===== src/rtl/wb_writeback_stage_pkg.sv =====
// Shared types and widths for the writeback stage.
// Optional sequence checker is enabled by defining WB_SEQ_CHECK_EN.
package wb_writeback_stage_pkg;

  localparam int unsigned DBITS            = 32;
  localparam int unsigned REGNOBITS        = 5;
  localparam int unsigned CSRNOBITS        = 4;
  localparam int unsigned CNT_BITS         = 32;
  localparam int unsigned FIRST_INST_COUNT = 1;

  typedef enum logic [0:0] {
    WB_RUN    = 1'b0,
    WB_HALTED = 1'b1
  } wb_state_e;

  // Field order of the bundle committed by decode.
  typedef struct packed {
    logic                 wr_reg;
    logic [REGNOBITS-1:0] wregno;
    logic [DBITS-1:0]     regval;
    logic [CSRNOBITS-1:0] wcsrno;
    logic                 wr_csr;
  } from_wb_to_de_t;

  localparam int unsigned FROM_WB_TO_DE_WIDTH = $bits(from_wb_to_de_t);

endpackage


===== src/rtl/wb_writeback_stage_if.sv =====
// MEM-latch inputs, decode-facing write bundle and retire status of the writeback stage.
// Shared by all builds; WB_SEQ_CHECK_EN only changes what drives seq_err.
interface wb_writeback_stage_if;
  import wb_writeback_stage_pkg::*;

  logic                 mem_valid;
  logic [CNT_BITS-1:0]  mem_inst_count;
  logic [DBITS-1:0]     mem_pc;
  logic                 mem_wr_reg;
  logic [REGNOBITS-1:0] mem_wregno;
  logic                 mem_wr_csr;
  logic [CSRNOBITS-1:0] mem_wcsrno;
  logic [DBITS-1:0]     mem_regval;
  logic                 mem_halt;

  logic                 wr_reg_WB;
  logic [REGNOBITS-1:0] wregno_WB;
  logic [DBITS-1:0]     regval_WB;
  logic [CSRNOBITS-1:0] wcsrno_WB;
  logic                 wr_csr_WB;
  logic [CNT_BITS-1:0]  retired_count;
  logic [DBITS-1:0]     last_pc_WB;
  logic                 halted;
  logic                 seq_err;

  modport master (
    output mem_valid, mem_inst_count, mem_pc, mem_wr_reg, mem_wregno,
           mem_wr_csr, mem_wcsrno, mem_regval, mem_halt,
    input  wr_reg_WB, wregno_WB, regval_WB, wcsrno_WB, wr_csr_WB,
           retired_count, last_pc_WB, halted, seq_err
  );

  modport slave (
    input  mem_valid, mem_inst_count, mem_pc, mem_wr_reg, mem_wregno,
           mem_wr_csr, mem_wcsrno, mem_regval, mem_halt,
    output wr_reg_WB, wregno_WB, regval_WB, wcsrno_WB, wr_csr_WB,
           retired_count, last_pc_WB, halted, seq_err
  );

endinterface


===== src/rtl/wb_seq_checker.sv =====
// In-order inst_count checker: tracks the expected tag and flags any gap (sticky).
// Instantiated by the writeback stage only when WB_SEQ_CHECK_EN is defined.
module wb_seq_checker
  import wb_writeback_stage_pkg::*;
(
  input  logic                clk,
  input  logic                reset,
  input  logic                retire_i,
  input  logic [CNT_BITS-1:0] inst_count_i,
  output logic                seq_err_o
);

  logic [CNT_BITS-1:0] expected_q, expected_d;
  logic                seq_err_q, seq_err_d;

  // Resync to the observed tag on every retire so one gap reports once.
  always_comb begin
    expected_d = expected_q;
    seq_err_d  = seq_err_q;
    if (retire_i) begin
      expected_d = inst_count_i + CNT_BITS'(1);
      if (inst_count_i != expected_q) seq_err_d = 1'b1;
    end
  end

  always_ff @(posedge clk) begin
    if (reset) begin
      expected_q <= CNT_BITS'(FIRST_INST_COUNT);
      seq_err_q  <= 1'b0;
    end else begin
      expected_q <= expected_d;
      seq_err_q  <= seq_err_d;
    end
  end

  assign seq_err_o = seq_err_q;

endmodule


===== src/rtl/wb_writeback_stage.sv =====
// Last pipeline stage: drives the decode register-write bundle and retires instructions.
// Define WB_SEQ_CHECK_EN to include the in-order inst_count checker (seq_err).
module wb_writeback_stage
  import wb_writeback_stage_pkg::*;
(
  input  logic                 clk,
  input  logic                 reset,
  wb_writeback_stage_if.slave  bus
);

  wb_state_e           state_q, state_d;
  logic [CNT_BITS-1:0] retired_q, retired_d;
  logic [DBITS-1:0]    last_pc_q, last_pc_d;
  logic                halted_q, halted_d;
  logic                retire_c;
  from_wb_to_de_t      de_c;

  // Reset overrides a valid instruction in the same cycle.
  assign retire_c = bus.mem_valid & (state_q == WB_RUN) & ~reset;

  // Zero-latency write bundle; every field is zero unless its enable is set.
  always_comb begin
    de_c = '0;
    if (retire_c && !bus.mem_halt) begin
      if (bus.mem_wr_reg && (bus.mem_wregno != '0)) begin
        de_c.wr_reg = 1'b1;
        de_c.wregno = bus.mem_wregno;
        de_c.regval = bus.mem_regval;
      end
      if (bus.mem_wr_csr) begin
        de_c.wr_csr = 1'b1;
        de_c.wcsrno = bus.mem_wcsrno;
        de_c.regval = bus.mem_regval;
      end
    end
  end

  assign bus.wr_reg_WB = de_c.wr_reg;
  assign bus.wregno_WB = de_c.wregno;
  assign bus.regval_WB = de_c.regval;
  assign bus.wcsrno_WB = de_c.wcsrno;
  assign bus.wr_csr_WB = de_c.wr_csr;

  // Retire bookkeeping; the halt sentinel itself retires and then freezes the stage.
  always_comb begin
    state_d   = state_q;
    retired_d = retired_q;
    last_pc_d = last_pc_q;
    if (retire_c) begin
      retired_d = retired_q + CNT_BITS'(1);
      last_pc_d = bus.mem_pc;
      if (bus.mem_halt) state_d = WB_HALTED;
    end
    halted_d = (state_d == WB_HALTED);
  end

  always_ff @(posedge clk) begin
    if (reset) begin
      state_q   <= WB_RUN;
      retired_q <= '0;
      last_pc_q <= '0;
      halted_q  <= 1'b0;
    end else begin
      state_q   <= state_d;
      retired_q <= retired_d;
      last_pc_q <= last_pc_d;
      halted_q  <= halted_d;
    end
  end

  assign bus.retired_count = retired_q;
  assign bus.last_pc_WB    = last_pc_q;
  assign bus.halted        = halted_q;

`ifdef WB_SEQ_CHECK_EN
  wb_seq_checker u_seq_checker (
    .clk          (clk),
    .reset        (reset),
    .retire_i     (retire_c),
    .inst_count_i (bus.mem_inst_count),
    .seq_err_o    (bus.seq_err)
  );
`else
  logic unused_inst_count;
  assign unused_inst_count = ^bus.mem_inst_count;
  assign bus.seq_err       = 1'b0;
`endif

endmodule

===== src/flat_wrapper.sv =====
// flat-port wrapper written by rule: the top's interface ports become plain ports
module wb_writeback_stage_flat import wb_writeback_stage_pkg::*;
  (clk, reset, bus_mem_valid, bus_mem_inst_count, bus_mem_pc, bus_mem_wr_reg, bus_mem_wregno, bus_mem_wr_csr, bus_mem_wcsrno, bus_mem_regval, bus_mem_halt, bus_wr_reg_WB, bus_wregno_WB, bus_regval_WB, bus_wcsrno_WB, bus_wr_csr_WB, bus_retired_count, bus_last_pc_WB, bus_halted, bus_seq_err);
  wb_writeback_stage_if bus_i ();
  input  logic clk;
  input  logic reset;
  input wire logic [$bits(bus_i.mem_valid)-1:0] bus_mem_valid;
  input wire logic [$bits(bus_i.mem_inst_count)-1:0] bus_mem_inst_count;
  input wire logic [$bits(bus_i.mem_pc)-1:0] bus_mem_pc;
  input wire logic [$bits(bus_i.mem_wr_reg)-1:0] bus_mem_wr_reg;
  input wire logic [$bits(bus_i.mem_wregno)-1:0] bus_mem_wregno;
  input wire logic [$bits(bus_i.mem_wr_csr)-1:0] bus_mem_wr_csr;
  input wire logic [$bits(bus_i.mem_wcsrno)-1:0] bus_mem_wcsrno;
  input wire logic [$bits(bus_i.mem_regval)-1:0] bus_mem_regval;
  input wire logic [$bits(bus_i.mem_halt)-1:0] bus_mem_halt;
  output wire logic [$bits(bus_i.wr_reg_WB)-1:0] bus_wr_reg_WB;
  output wire logic [$bits(bus_i.wregno_WB)-1:0] bus_wregno_WB;
  output wire logic [$bits(bus_i.regval_WB)-1:0] bus_regval_WB;
  output wire logic [$bits(bus_i.wcsrno_WB)-1:0] bus_wcsrno_WB;
  output wire logic [$bits(bus_i.wr_csr_WB)-1:0] bus_wr_csr_WB;
  output wire logic [$bits(bus_i.retired_count)-1:0] bus_retired_count;
  output wire logic [$bits(bus_i.last_pc_WB)-1:0] bus_last_pc_WB;
  output wire logic [$bits(bus_i.halted)-1:0] bus_halted;
  output wire logic [$bits(bus_i.seq_err)-1:0] bus_seq_err;
  assign bus_i.mem_valid = bus_mem_valid;
  assign bus_i.mem_inst_count = bus_mem_inst_count;
  assign bus_i.mem_pc = bus_mem_pc;
  assign bus_i.mem_wr_reg = bus_mem_wr_reg;
  assign bus_i.mem_wregno = bus_mem_wregno;
  assign bus_i.mem_wr_csr = bus_mem_wr_csr;
  assign bus_i.mem_wcsrno = bus_mem_wcsrno;
  assign bus_i.mem_regval = bus_mem_regval;
  assign bus_i.mem_halt = bus_mem_halt;
  assign bus_wr_reg_WB = bus_i.wr_reg_WB;
  assign bus_wregno_WB = bus_i.wregno_WB;
  assign bus_regval_WB = bus_i.regval_WB;
  assign bus_wcsrno_WB = bus_i.wcsrno_WB;
  assign bus_wr_csr_WB = bus_i.wr_csr_WB;
  assign bus_retired_count = bus_i.retired_count;
  assign bus_last_pc_WB = bus_i.last_pc_WB;
  assign bus_halted = bus_i.halted;
  assign bus_seq_err = bus_i.seq_err;
  wb_writeback_stage u_core (.clk(clk), .reset(reset), .bus(bus_i));
endmodule

===== config.mk =====
export PLATFORM = sky130hd
export DESIGN_NAME = wb_writeback_stage_flat
export DESIGN_NICKNAME = d
export VERILOG_FILES = /design/src/rtl/wb_writeback_stage_pkg.sv /design/src/rtl/wb_writeback_stage_if.sv /design/src/rtl/wb_seq_checker.sv /design/src/rtl/wb_writeback_stage.sv /design/src/flat_wrapper.sv
export SDC_FILE = /design/constraint.sdc
export NUM_CORES = 1
export LEC_CHECK = 0
export ABC_CLOCK_PERIOD_IN_PS = 3100
export CAP_MARGIN = 30
export CORE_MARGIN = 10
export CORE_UTILIZATION = 36
export CTS_BUF_LIST = sky130_fd_sc_hd__clkbuf_4 sky130_fd_sc_hd__clkbuf_8
export DETAILED_ROUTE_END_ITERATION = 8
export PLACE_DENSITY = 0.94
export SYNTH_ARGS = -nofsm -noshare
export SYNTH_HDL_FRONTEND = slang
export SYNTH_SLANG_ARGS = --single-unit
export TNS_END_PERCENT = 20

===== constraint.sdc =====
create_clock -name clk -period 3.1 [get_ports clk]
set_input_delay 0.31 -clock clk [delete_from_list [all_inputs] [get_ports clk]]
set_output_delay 0.31 -clock clk [all_outputs]
set_load 0.1 [all_outputs]

==> results.md, run 1 <==
- WHS Path Cells: 2
- Max stage delay on crit path: slightly below 500 ps
- Critical path cell sequence: clkdlybuf4s50_1, or3b_1, nor2_1, a21boi_1, buf_4, and2_1, buf_12
- Post-DP Area: 0.00541 mm²
- VDD IR max: between 0.0004 and 0.0005 V
- Min-Delay Endpoint: u_core.bus.last_pc_WB[24]
- Root Driver: clkbuf_8
- Final WS setup: 411 ps
- Reg2reg start: u_core.bus.retired_count[4]
- Post-CTS Setup Inserts: 0
- Vias per inst: 5.18
- Die ar.: about 0.013 mm²
- Clock Skews: 9.39 ps
- Hold Path Class: register to register
- Cell Area, Synth: 0.00306 mm²
- Via count of the first global-routing pass: 3539
- Crit path launch type: primary input
- Final instance area: 0.00566 mm²
- Routed WL: 12.8 mm
- Worst path slowest cell: clkdlybuf4s50_1
- Syn Inst Count: 380
- Post-synth net total: 492
- Ys Warns: 0
- I/O pin cnt: 220
- Final worst-path cycle share: 86.8%
- Lkg Pwr: 0.00220 µW
- Nets: 670
- Post-synthesis sequential area ratio: 42.6%
- Total Power: ~2400 µW
- Clock-pin slew on the worst setup and hold paths: 70 ps
- Dominant register cell in the synthesized netlist: dfxtp_1
- Antenna-violating nets left: 0
- Grt ovf: 0
- Final Util: 68.5%
- CP max FO: 32
- Die W: 112 µm
- CTS tree: done
- Number of max-cap violations: 0
- Post-synth EDFFs: 0
- Post_cts resized: 0
- F_max: about 0.37 GHz
- R2R depth: 4
- Htree depth: 3
- Pin count of the biggest net entering global routing: 68
- Unrepaired setup endpoints after global routing: false
- Syn Area/Cell: 8.05 µm²
- WP data required: about 2800 ps
- CP bufs+invs: 3
- Wire per inst: 19.1 µm
- Ratio of cells with drive above 1 in the final layout: around 17%
- Crit path DAT: about 2400 ps
- CTS Sinks: 65
- Synth async-reset ratio: 0%
- Layout area overhead: 85.0%
- CTS Buf Count: 9
- Slew HR: 32.3%
- Rows: 33
- Status: finished clean
- # DRC: 0
- R2R Path End: u_core.bus.retired_count[25]
- Port bufs: 186
- Final Max Slew Viols: 0
- Worst slew pin tran: 1010 ps
- Crit. End Element: primary output
- Die Height: around 110 µm
- First-pass GRT wire length: 19.7 mm
- HPWL after DPL: 10.1 mm
- Final Hold Fails: 0
- TritonRoute pass-1 iters: 4
- Pwr Density: 432 mW/mm²
- Placement Setup Slack: 371 ps
- GRT Resource Usage Total: 19.1%
- Clock Path Buffers: 2
- Number of synthesized register bits: 65
- Setup violators final: 0
- Starting Density: 37.0%
- R2R setup slack: ~730 ps
- Period minus WS final: 2690 ps
- Initial antenna violation count: 0
- Crit path max-delay family: buffers and inverters
- Core area: 0.00826 mm²
- Ant. Diodes: 0
- Clk_lat worst skew: between 300 and 400 ps
- DRT iter0 DRCs: 142
- Distinct cell type count after synthesis: 35
- Fill count: 610
- Vias: about 3500
- GPL Wtd Cong: 0.829
- WS Path Type: primary input to primary output
- Number of hold buffers added after CTS: 0
- Hold_sp: u_core.bus.last_pc_WB[24]
==> routing by layer <==
metal  vias up  global-route usage (%)  wire [µm]
li1       1672                       -          -
met1      1652                    20.7       4810
met2       120                    36.0       7060
met3        13                    5.43        788
met4         0                    3.81        114
met5         -                       0          0
==> worst min-delay path: stages, from the launching register on <==
cell,delay [ps]
dfxtp_1,310
nand3b_1,70
nand2_1,50
==> sequential cells by signal (all words and copies together) (netlist names) <==
signal                    count
u_core.state_q                1
u_core.bus.retired_count     32
u_core.bus.last_pc_WB        32
==> worst max path at each step <==
stage / slack (ps) / end / cells past startpoint / start
2_1_floorplan: -170 / bus_wcsrno_WB[1] / 4 / u_core.state_q
3_3_place_gp: 440 / u_core.bus.retired_count[26] / 5 / bus_mem_valid
3_5_place_dp: 370 / u_core.bus.retired_count[22] / 5 / bus_mem_valid
4_1_cts: 420 / bus_regval_WB[8] / 7 / bus_mem_valid
5_1_grt: 210 / bus_regval_WB[8] / 7 / bus_mem_valid
6_report: 410 / bus_regval_WB[3] / 7 / bus_mem_valid
==> where the power goes <==
part	leakage [µW]	switching [µW]	internal (µW)
clock network	0.000123	332	559
logic	0.00155	445	217
registers	0.000531	21.8	869
==> per-stage QoR <==
step | hold slack [ps] | instances | setup TNS (ps)
6_report | 474 | 668 | 0
5_1_grt | 501 | 668 | 0
4_1_cts | 478 | 668 | 0
3_5_place_dp | 466 | 652 | 0
3_3_place_gp | 452 | 652 | 0
2_1_floorplan | 409 | 380 | -764
==> cell usage after synthesis, drive strengths merged (3+ instances only) <==
library cell	instances	area share, %
a21oi	22	3.6
and2	40	8.2
and3	5	1.0
and4	4	1.1
buf	9	1.5
clkbuf	17	2.1
dfxtp	65	43
inv	4	0.49
nand2	79	9.7
nand3	11	1.8
nand3b	33	8.1
nand4	8	1.6
nor2	11	1.4
nor3	5	0.82
nor4	3	0.61
o21ai	8	1.3
o31ai	14	3.4
or3	7	1.4
or4	17	4.3
xnor2	5	1.4
xor2	3	0.86
==> cell type report <==
type / count / area (µm²) / area share (%)
Sequential cell: 65 / 1300 / 23.0
Inverter: 4 / 15.0 / 0.265
Clock inverter: 6 / 115 / 2.03
Tap cell: 105 / 131 / 2.32
Multi-Input combinational cell: 285 / 1660 / 29.4
Clock buffer: 10 / 138 / 2.43
Timing Repair Buffer: 193 / 2290 / 40.6
==> logic make-up (layout without fill, tap and decap cells) <==
| group | count (synthesis) | after routing | share of synthesized area, % |
|---|---|---|---|
| DFF | 65 | 65 | 42.6 |
| AOI/OAI and AO/OA | 45 | 45 | 8.59 |
| muxes | 2 | 2 | 0.696 |
| other | 1 | 1 | 0.123 |
| xor gates and xnor gates | 8 | 8 | 2.29 |
| and+or+nand+nor | 228 | 228 | 41.2 |
| buffers and inverters | 30 | 213 | 4.09 |
| adders and majority gates | 1 | 1 | 0.409 |
==> layout by cell type, fill, tap and decap left out, drive strengths merged, types with 2 or more instances in the layout <==
| cell | n |
|---|---|
| clkdlybuf4s50 | 124 |
| nand2 | 79 |
| buf | 69 |
| dfxtp | 65 |
| and2 | 40 |
| nand3b | 33 |
| a21oi | 22 |
| or4 | 17 |
| o31ai | 14 |
| nor2 | 11 |
| nand3 | 11 |
| clkbuf | 10 |
| o21ai | 8 |
| nand4 | 8 |
| or3 | 7 |
| and3 | 5 |
| xnor2 | 5 |
| nor3 | 5 |
| inv | 4 |
| and4 | 4 |
| nor4 | 3 |
| xor2 | 3 |
| bufinv | 3 |
| clkinv | 2 |
Note: power is estimated with default switching activity, not from simulation.
==> run 2: changes to the inputs <==
--- a/config.mk
+++ b/config.mk
@@ -8,10 +8,12 @@
 export ABC_CLOCK_PERIOD_IN_PS = 3100
 export CAP_MARGIN = 30
 export CORE_MARGIN = 10
-export CORE_UTILIZATION = 36
+export CORE_UTILIZATION = 65
 export CTS_BUF_LIST = sky130_fd_sc_hd__clkbuf_4 sky130_fd_sc_hd__clkbuf_8
 export DETAILED_ROUTE_END_ITERATION = 8
-export PLACE_DENSITY = 0.94
+export DONT_BUFFER_PORTS = 1
+export PLACE_DENSITY = 0.92
+export SETUP_SLACK_MARGIN = 0.4
 export SYNTH_ARGS = -nofsm -noshare
 export SYNTH_HDL_FRONTEND = slang
 export SYNTH_SLANG_ARGS = --single-unit
==> run 2 against run 1 <==
The flow now stops in 4_1_cts. Area after synthesis unchanged. Synthesized cell count stayed put.
==> results.md, run 2 <==
- Dominant register cell in the synthesized netlist: dfxtp_1
- Synth top area share: between 40% and 50%
- Post-synthesis sequential area ratio: 42.6%
- Post-synth top cells: 79 x nand2_1, 65 x dfxtp_1, 40 x and2_1
- Clock Path Buffers: 2
- GPL Wtd Cong: 0.800
- Post-CTS Setup Inserts: 0
- Post-synth net total: 492
- Stop stage: 4_1_cts
- Starting Density: 68.8%
- CTS Sinks: 65
- Most frequent cell after synthesis: nand2_1
- Syn Area/Cell: 8.05 µm²
- Number of hold buffers added after CTS: 0
- Synth area leader: dfxtp_1
- Status: stopped before the end
- Die W: 88.6 µm
- Syn Inst Count: 380
- Ys Warns: 0
- I/O pin cnt: 220
- Area contributors post-synth: dfxtp_1 43%, nand2_1 9.7%, and2_1 8.2%
- Post-synth EDFFs: 0
- Synth async-reset ratio: 0%
- CTS Buf Count: 9
- Distinct cell type count after synthesis: 35
- HPWL after DPL: 9.65 mm
- Stop err: [ERROR DPL-0033] detailed placement checks failed during check placement.
- Root Driver: clkbuf_8
- Post_cts resized: 3
- Port bufs: 0
- Htree depth: 3
- Number of synthesized register bits: 65
- Rows: 24
- Die Height: 88.6 µm
- Cell Area, Synth: a little over 0.003 mm²
## run 2: cell counts after synthesis
No cell type changed its count.
## run 2: kinds of logic after synthesis
family	synth area share (%)
buf+inv	4.09
other cells	0.123
xor+xnor	2.29
simple gates	41.2
fa+ha+maj	0.409
compound gates	8.59
mux	0.696
flops	42.6
## run 2: stage by stage
stage | area, µm² | setup slack (ps) | cells
2_1_floorplan | 3120 | 338 | 380
3_3_place_gp | 4100 | 715 | 481
3_5_place_dp | 4100 | 588 | 481
==> run 3: changes to the inputs <==
--- a/config.mk
+++ b/config.mk
@@ -8,12 +8,10 @@
 export ABC_CLOCK_PERIOD_IN_PS = 3100
 export CAP_MARGIN = 30
 export CORE_MARGIN = 10
-export CORE_UTILIZATION = 65
-export CTS_BUF_LIST = sky130_fd_sc_hd__clkbuf_4 sky130_fd_sc_hd__clkbuf_8
+export CORE_UTILIZATION = 40
 export DETAILED_ROUTE_END_ITERATION = 8
 export DONT_BUFFER_PORTS = 1
-export PLACE_DENSITY = 0.92
-export SETUP_SLACK_MARGIN = 0.4
+export PLACE_DENSITY_LB_ADDON = 0.15
 export SYNTH_ARGS = -nofsm -noshare
 export SYNTH_HDL_FRONTEND = slang
 export SYNTH_SLANG_ARGS = --single-unit
==> run 3 against run 2 <==
The flow now finishes without violations.
==> results.md, run 3 (synthesis results as in run 1) <==
- Crit path DAT: 2330 ps
- Commonest non-fill, non-tap cells in the layout: 79 x nand2_1, 65 x dfxtp_1, 41 x buf_12
- Hold Path Class: primary input to register
- Via count of the first global-routing pass: 2820
- Int Pwr: 1260 µW
- Pin count of the biggest net entering global routing: 69
- Slew HR: 32.2%
- Antenna-violating nets left: 0
- Max stage delay on crit path: 460 ps
- Vias per inst: approximately 5.3
- Die ar.: 0.0115 mm²
- Final instance area: between 0.004 and 0.005 mm²
- Root Driver: clkbuf_8
- WS Path Type: register to primary output
- Setup violators final: 0
- CTS Sinks: 65
- Grt ovf: 0
- Htree depth: 3
- CTS tree: done
- CP bufs+invs: 2
- Final Max Slew Viols: 0
- GRT Resource Usage Total: 18.3%
- Worst path slowest cell: a21boi_2
- WP data required: around 2800 ps
- CP max FO: 19
- DRT iter0 DRCs: 191
- Switching pwr: ~730 µW
- Status: finished clean
- Vias: between 2000 and 3000
- Pwr Density: 452 mW/mm²
- F_max: about 0.38 GHz
- Port bufs: 0
- Post-CTS Setup Inserts: 0
- Post_cts resized: 0
- HPWL after DPL: a little under 9 mm
- First-pass GRT wire length: 16.8 mm
- Clock-pin slew on the worst setup and hold paths: 70 ps
- Clock Path Buffers: 2
- Crit path max-delay family: simple AND/OR/NAND/NOR gates
- Clock power frac: 30.8%
- Period minus WS final: 2640 ps
- Ratio of cells with drive above 1 in the final layout: 22.5%
- Layout area overhead: 43.6%
- Crit. End Element: primary output
- Post-DP Area: 0.00422 mm²
- Die W: 107 µm
- Clk_lat worst skew: 320 ps
- Crit path launch type: register
- Comb pwr share: 12.8%
- Commonest non-fill, non-tap cell in the layout: nand2_1
- Routed WL: about 11 mm
- Starting Density: a little over two fifths
- Nets: 556
- Ant. Diodes: 0
- Rows: 31
- CTS Buf Count: 9
- Final std cells w/o fill: between 500 and 600
- Die Height: between 100 and 150 µm
- Critical path cell sequence: or3b_1, nor2_1, a21boi_2, buf_4, and2_1, buf_12
- Number of max-cap violations: 0
- Clock Skews: 8.95 ps
- VDD IR max: 0.000492 V
- Unrepaired setup endpoints after global routing: false
- GPL Wtd Cong: slightly below 0.8
- Lkg Pwr: about 0.0017 µW
- Dpl cells: 531
- TritonRoute pass-1 iters: 4
- Switching Fraction: between 30% and 40%
- Wire per inst: 20.1 µm
- Core area: 0.00733 mm²
- # DRC: 0
- Seq pwr share: 56.3%
- Final Hold Fails: 0
- I/O pin cnt: 220
- Initial antenna violation count: 0
- Final worst-path cycle share: 85.2%
- Worst slew pin tran: 1020 ps
- Number of hold buffers added after CTS: 0
-- run 3: path summary, 6_finish.rpt --
check | cells past startpoint | start | slack (ps) | endpoint
worst max-delay path | 6 | u_core.state_q | 460 | bus_regval_WB[23]
worst min-delay path | 1 | reset | 60 | u_core.bus.retired_count[30]
worst max register to register | 5 | u_core.state_q | 630 | u_core.bus.retired_count[28]
worst min register to register | 2 | u_core.bus.retired_count[24] | 500 | u_core.bus.retired_count[24]
-- run 3: power by group through the flow --
stage / clock (µW) / sequential (µW) / combinational (µW)
global route: 673 / 1120 / 271
global placement: 0 / 1140 / 253
CTS: 624 / 1120 / 257
detailed placement: 0 / 1140 / 257
floorplan: 0 / 1150 / 167
finish: 612 / 1120 / 255
-- run 3: metrics by stage --
step / utilization (%) / worst slack, ps / power (µW) / TNS (ps) / hold WS [ps]
after detailed placement: 57.6 / 552 / 1390 / 0 / 394
final: 59.9 / 460 / 1990 / 0 / 60.8
after floorplan: - / -170 / 1320 / -764 / 409
after global placement: 57.2 / 617 / 1390 / 0 / 394
after global routing: 59.9 / 257 / 2070 / 0 / 32.1
after CTS: 59.8 / 203 / 2000 / 0 / 39.6
-- run 3: routing by layer --
layer	up-vias	share of wire (%)	global-route usage [%]
met5	-	0	0
met4	0	0.32	3.72
met3	2	9.9	7.72
met2	122	50	30.4
met1	1329	39	21.5
li1	1445	-	-
-- run 3: area by class of cell --
class | count | area (µm²)
Sequential cell | 65 | 1300
Fill cell | 650 | 2940
Multi-Input combinational cell | 285 | 1670
Clock inverter | 3 | 17.5
Clock buffer | 12 | 145
Inverter | 4 | 15.0
Timing Repair Buffer | 79 | 1120
Tap cell | 99 | 124
==> run 4: changes to the inputs <==
--- a/config.mk
+++ b/config.mk
@@ -7,6 +7,8 @@
 export LEC_CHECK = 0
 export ABC_CLOCK_PERIOD_IN_PS = 3100
 export CAP_MARGIN = 30
+export CELL_PAD_IN_SITES_DETAIL_PLACEMENT = 1
+export CELL_PAD_IN_SITES_GLOBAL_PLACEMENT = 1
 export CORE_MARGIN = 10
 export CORE_UTILIZATION = 40
 export DETAILED_ROUTE_END_ITERATION = 8
==> run 4 against run 3 <==
Non-clock buffer count grew 2. Largest cell class unchanged. Flip-flop and latch count is the same. Worst setup slack lost 55 ps. First-iteration DRC count shrank 48%. Hold slack lost 5.7 ps. Clock-buffer cell count is the same. Routed wire length grew 14%. Largest power group unchanged. Clock skew grew 3.5 ps. Highest routed layer unchanged. Via count grew 4.5%.
==> results.md, run 4 (synthesis results as in run 1) <==
- Period minus WS final: between 2000 and 3000 ps
- Routed WL: 12.5 mm
- TritonRoute pass-1 iters: 4
- Setup violators final: 0
- Switching pwr: about 730 µW
- Root Driver: clkbuf_8
- Fill count: 848
- Commonest non-fill, non-tap cell in the layout: nand2_1
- Ratio of cells with drive above 1 in the final layout: around 22%
- Number of max-cap violations: 0
- Reg2reg start: u_core.state_q
- Die ar.: 0.0115 mm²
- WP data required: 2790 ps
- Layout area overhead: 45.3%
- Crit path launch type: register
- CTS Sinks: 65
- Comb pwr share: 12.9%
- Die W: ~110 µm
- Pin count of the biggest net entering global routing: about 70
- Htree depth: 3
- R2R Path End: u_core.bus.retired_count[16]
- Via count of the first global-routing pass: 3123
- WS Path Type: register to primary output
- Post_cts resized: 0
- Int Pwr: 1250 µW
- I/O pin cnt: 220
- Commonest non-fill, non-tap cells in the layout: 79 x nand2_1, 65 x dfxtp_1, 41 x buf_12
- Initial antenna violation count: 1
- Hold_sp: reset
- Total Power: 1990 µW
- Core area: about 0.0073 mm²
- Final instance area: 0.00444 mm²
- Crit path DAT: 2380 ps
- Final Util: 60.6%
- Slew HR: 32.1%
- Die Height: 107 µm
- R2R setup slack: 680 ps
- Rows: 31
- Vias: 3029
- DRT iter0 DRCs: 99
- Unrepaired setup endpoints after global routing: false
- Clock-pin slew on the worst setup and hold paths: ~70 ps
- Port bufs: 0
- HPWL after DPL: roughly 9.8 mm
- CP max FO: 32
- Clock power frac: 30.9%
- Clk_lat worst skew: roughly 340 ps
- Min-Delay Endpoint: u_core.bus.retired_count[27]
- Switching Fraction: 36.9%
- Worst slew pin tran: about 1000 ps
- Crit. End Element: primary output
- Number of hold buffers added after CTS: 0
- Critical path startpoint: u_core.state_q
- Final Hold Fails: 0
- Pwr Density: 448 mW/mm²
- First-pass GRT wire length: 18.5 mm
- Final worst-path cycle share: approximately 87%
- Final Max Slew Viols: 0
- Seq pwr share: 56.3%
- Vias per inst: 5.51
- Wire per inst: 22.8 µm
- VDD IR max: 0.000329 V
- CTS Buf Count: 9
- Hold Path Class: primary input to register
- Lkg Pwr: 0.00177 µW
- WHS Path Cells: 1
- Post-CTS Setup Inserts: 0
- CTS tree: done
- Starting Density: 41.7%
- R2R depth: 4
- Clock Skews: approximately 12 ps
- Grt ovf: 0
- Antenna-violating nets left: 0
- Status: finished clean
- F_max: 0.371 GHz
- GRT Resource Usage Total: 20.4%
- GPL Wtd Cong: roughly 0.8
- Nets: about 560
- Post-DP Area: 0.00419 mm²
- Clock Path Buffers: 2
- # DRC: 0
==> run 4: cell count changes in the layout (fill, tap and decap cells not counted) <==
cell,delta
a21boi_1,+1
a21boi_2,-1
buf_16,+2
buf_4,-1
clkbuf_1,+1
diode_2,+1
==> run 4: per-stage QoR <==
stage	setup TNS (ps)	hold WS, ps	std cells	worst slack (ps)
final	0	55.1	550	405
after global placement	0	391	529	717
after detailed placement	0	395	529	668
after floorplan	-764	409	380	-170
after global routing	0	25.1	550	214
after CTS	0	30.6	544	374
==> run 4: routing by layer <==
metal	routed length, µm	up-vias	track usage [%]
met5	0	-	0
met4	252	0	6.87
met3	1320	19	9.64
met2	6260	113	34.9
met1	4690	1440	21.6
li1	-	1457	-
==> run 4: worst max-delay path by stage <==
stage	to	slack, ps	cells past startpoint
after detailed placement	u_core.bus.retired_count[16]	670	4
final	bus_regval_WB[13]	410	6
after floorplan	bus_wcsrno_WB[1]	-170	4
after CTS	bus_regval_WB[22]	370	6
after global placement	u_core.bus.retired_count[22]	720	4
after global routing	bus_regval_WB[22]	210	6
==> run 4: critical path: stages, from the launching register on <==
cell	delay (ps)
dfxtp_1	310
or3b_1	590
nor2_1	270
a21boi_1	190
buf_4	270
and2_1	240
buf_12	190
==> run 4: final cells by class <==
cell class | instances | area, µm² | share of cell area [%]
Antenna cell | 1 | 2.50 | 0.0563
Clock buffer | 12 | 145 | 3.27
Clock inverter | 3 | 17.5 | 0.394
Inverter | 4 | 15.0 | 0.338
Multi-Input combinational cell | 285 | 1660 | 37.4
Sequential cell | 65 | 1300 | 29.3
Tap cell | 99 | 124 | 2.79
Timing Repair Buffer | 81 | 1170 | 26.4
==> run 4: power groups by stage <==
| stage | Clock (µW) | Combinational (µW) | Sequential (µW) |
|---|---|---|---|
| 4_1_cts | 629 | 258 | 1120 |
| 3_5_place_dp | 0 | 257 | 1140 |
| 6_report | 614 | 256 | 1120 |
| 5_1_grt | 669 | 270 | 1120 |
| 3_3_place_gp | 0 | 251 | 1140 |
| 2_1_floorplan | 0 | 167 | 1150 |
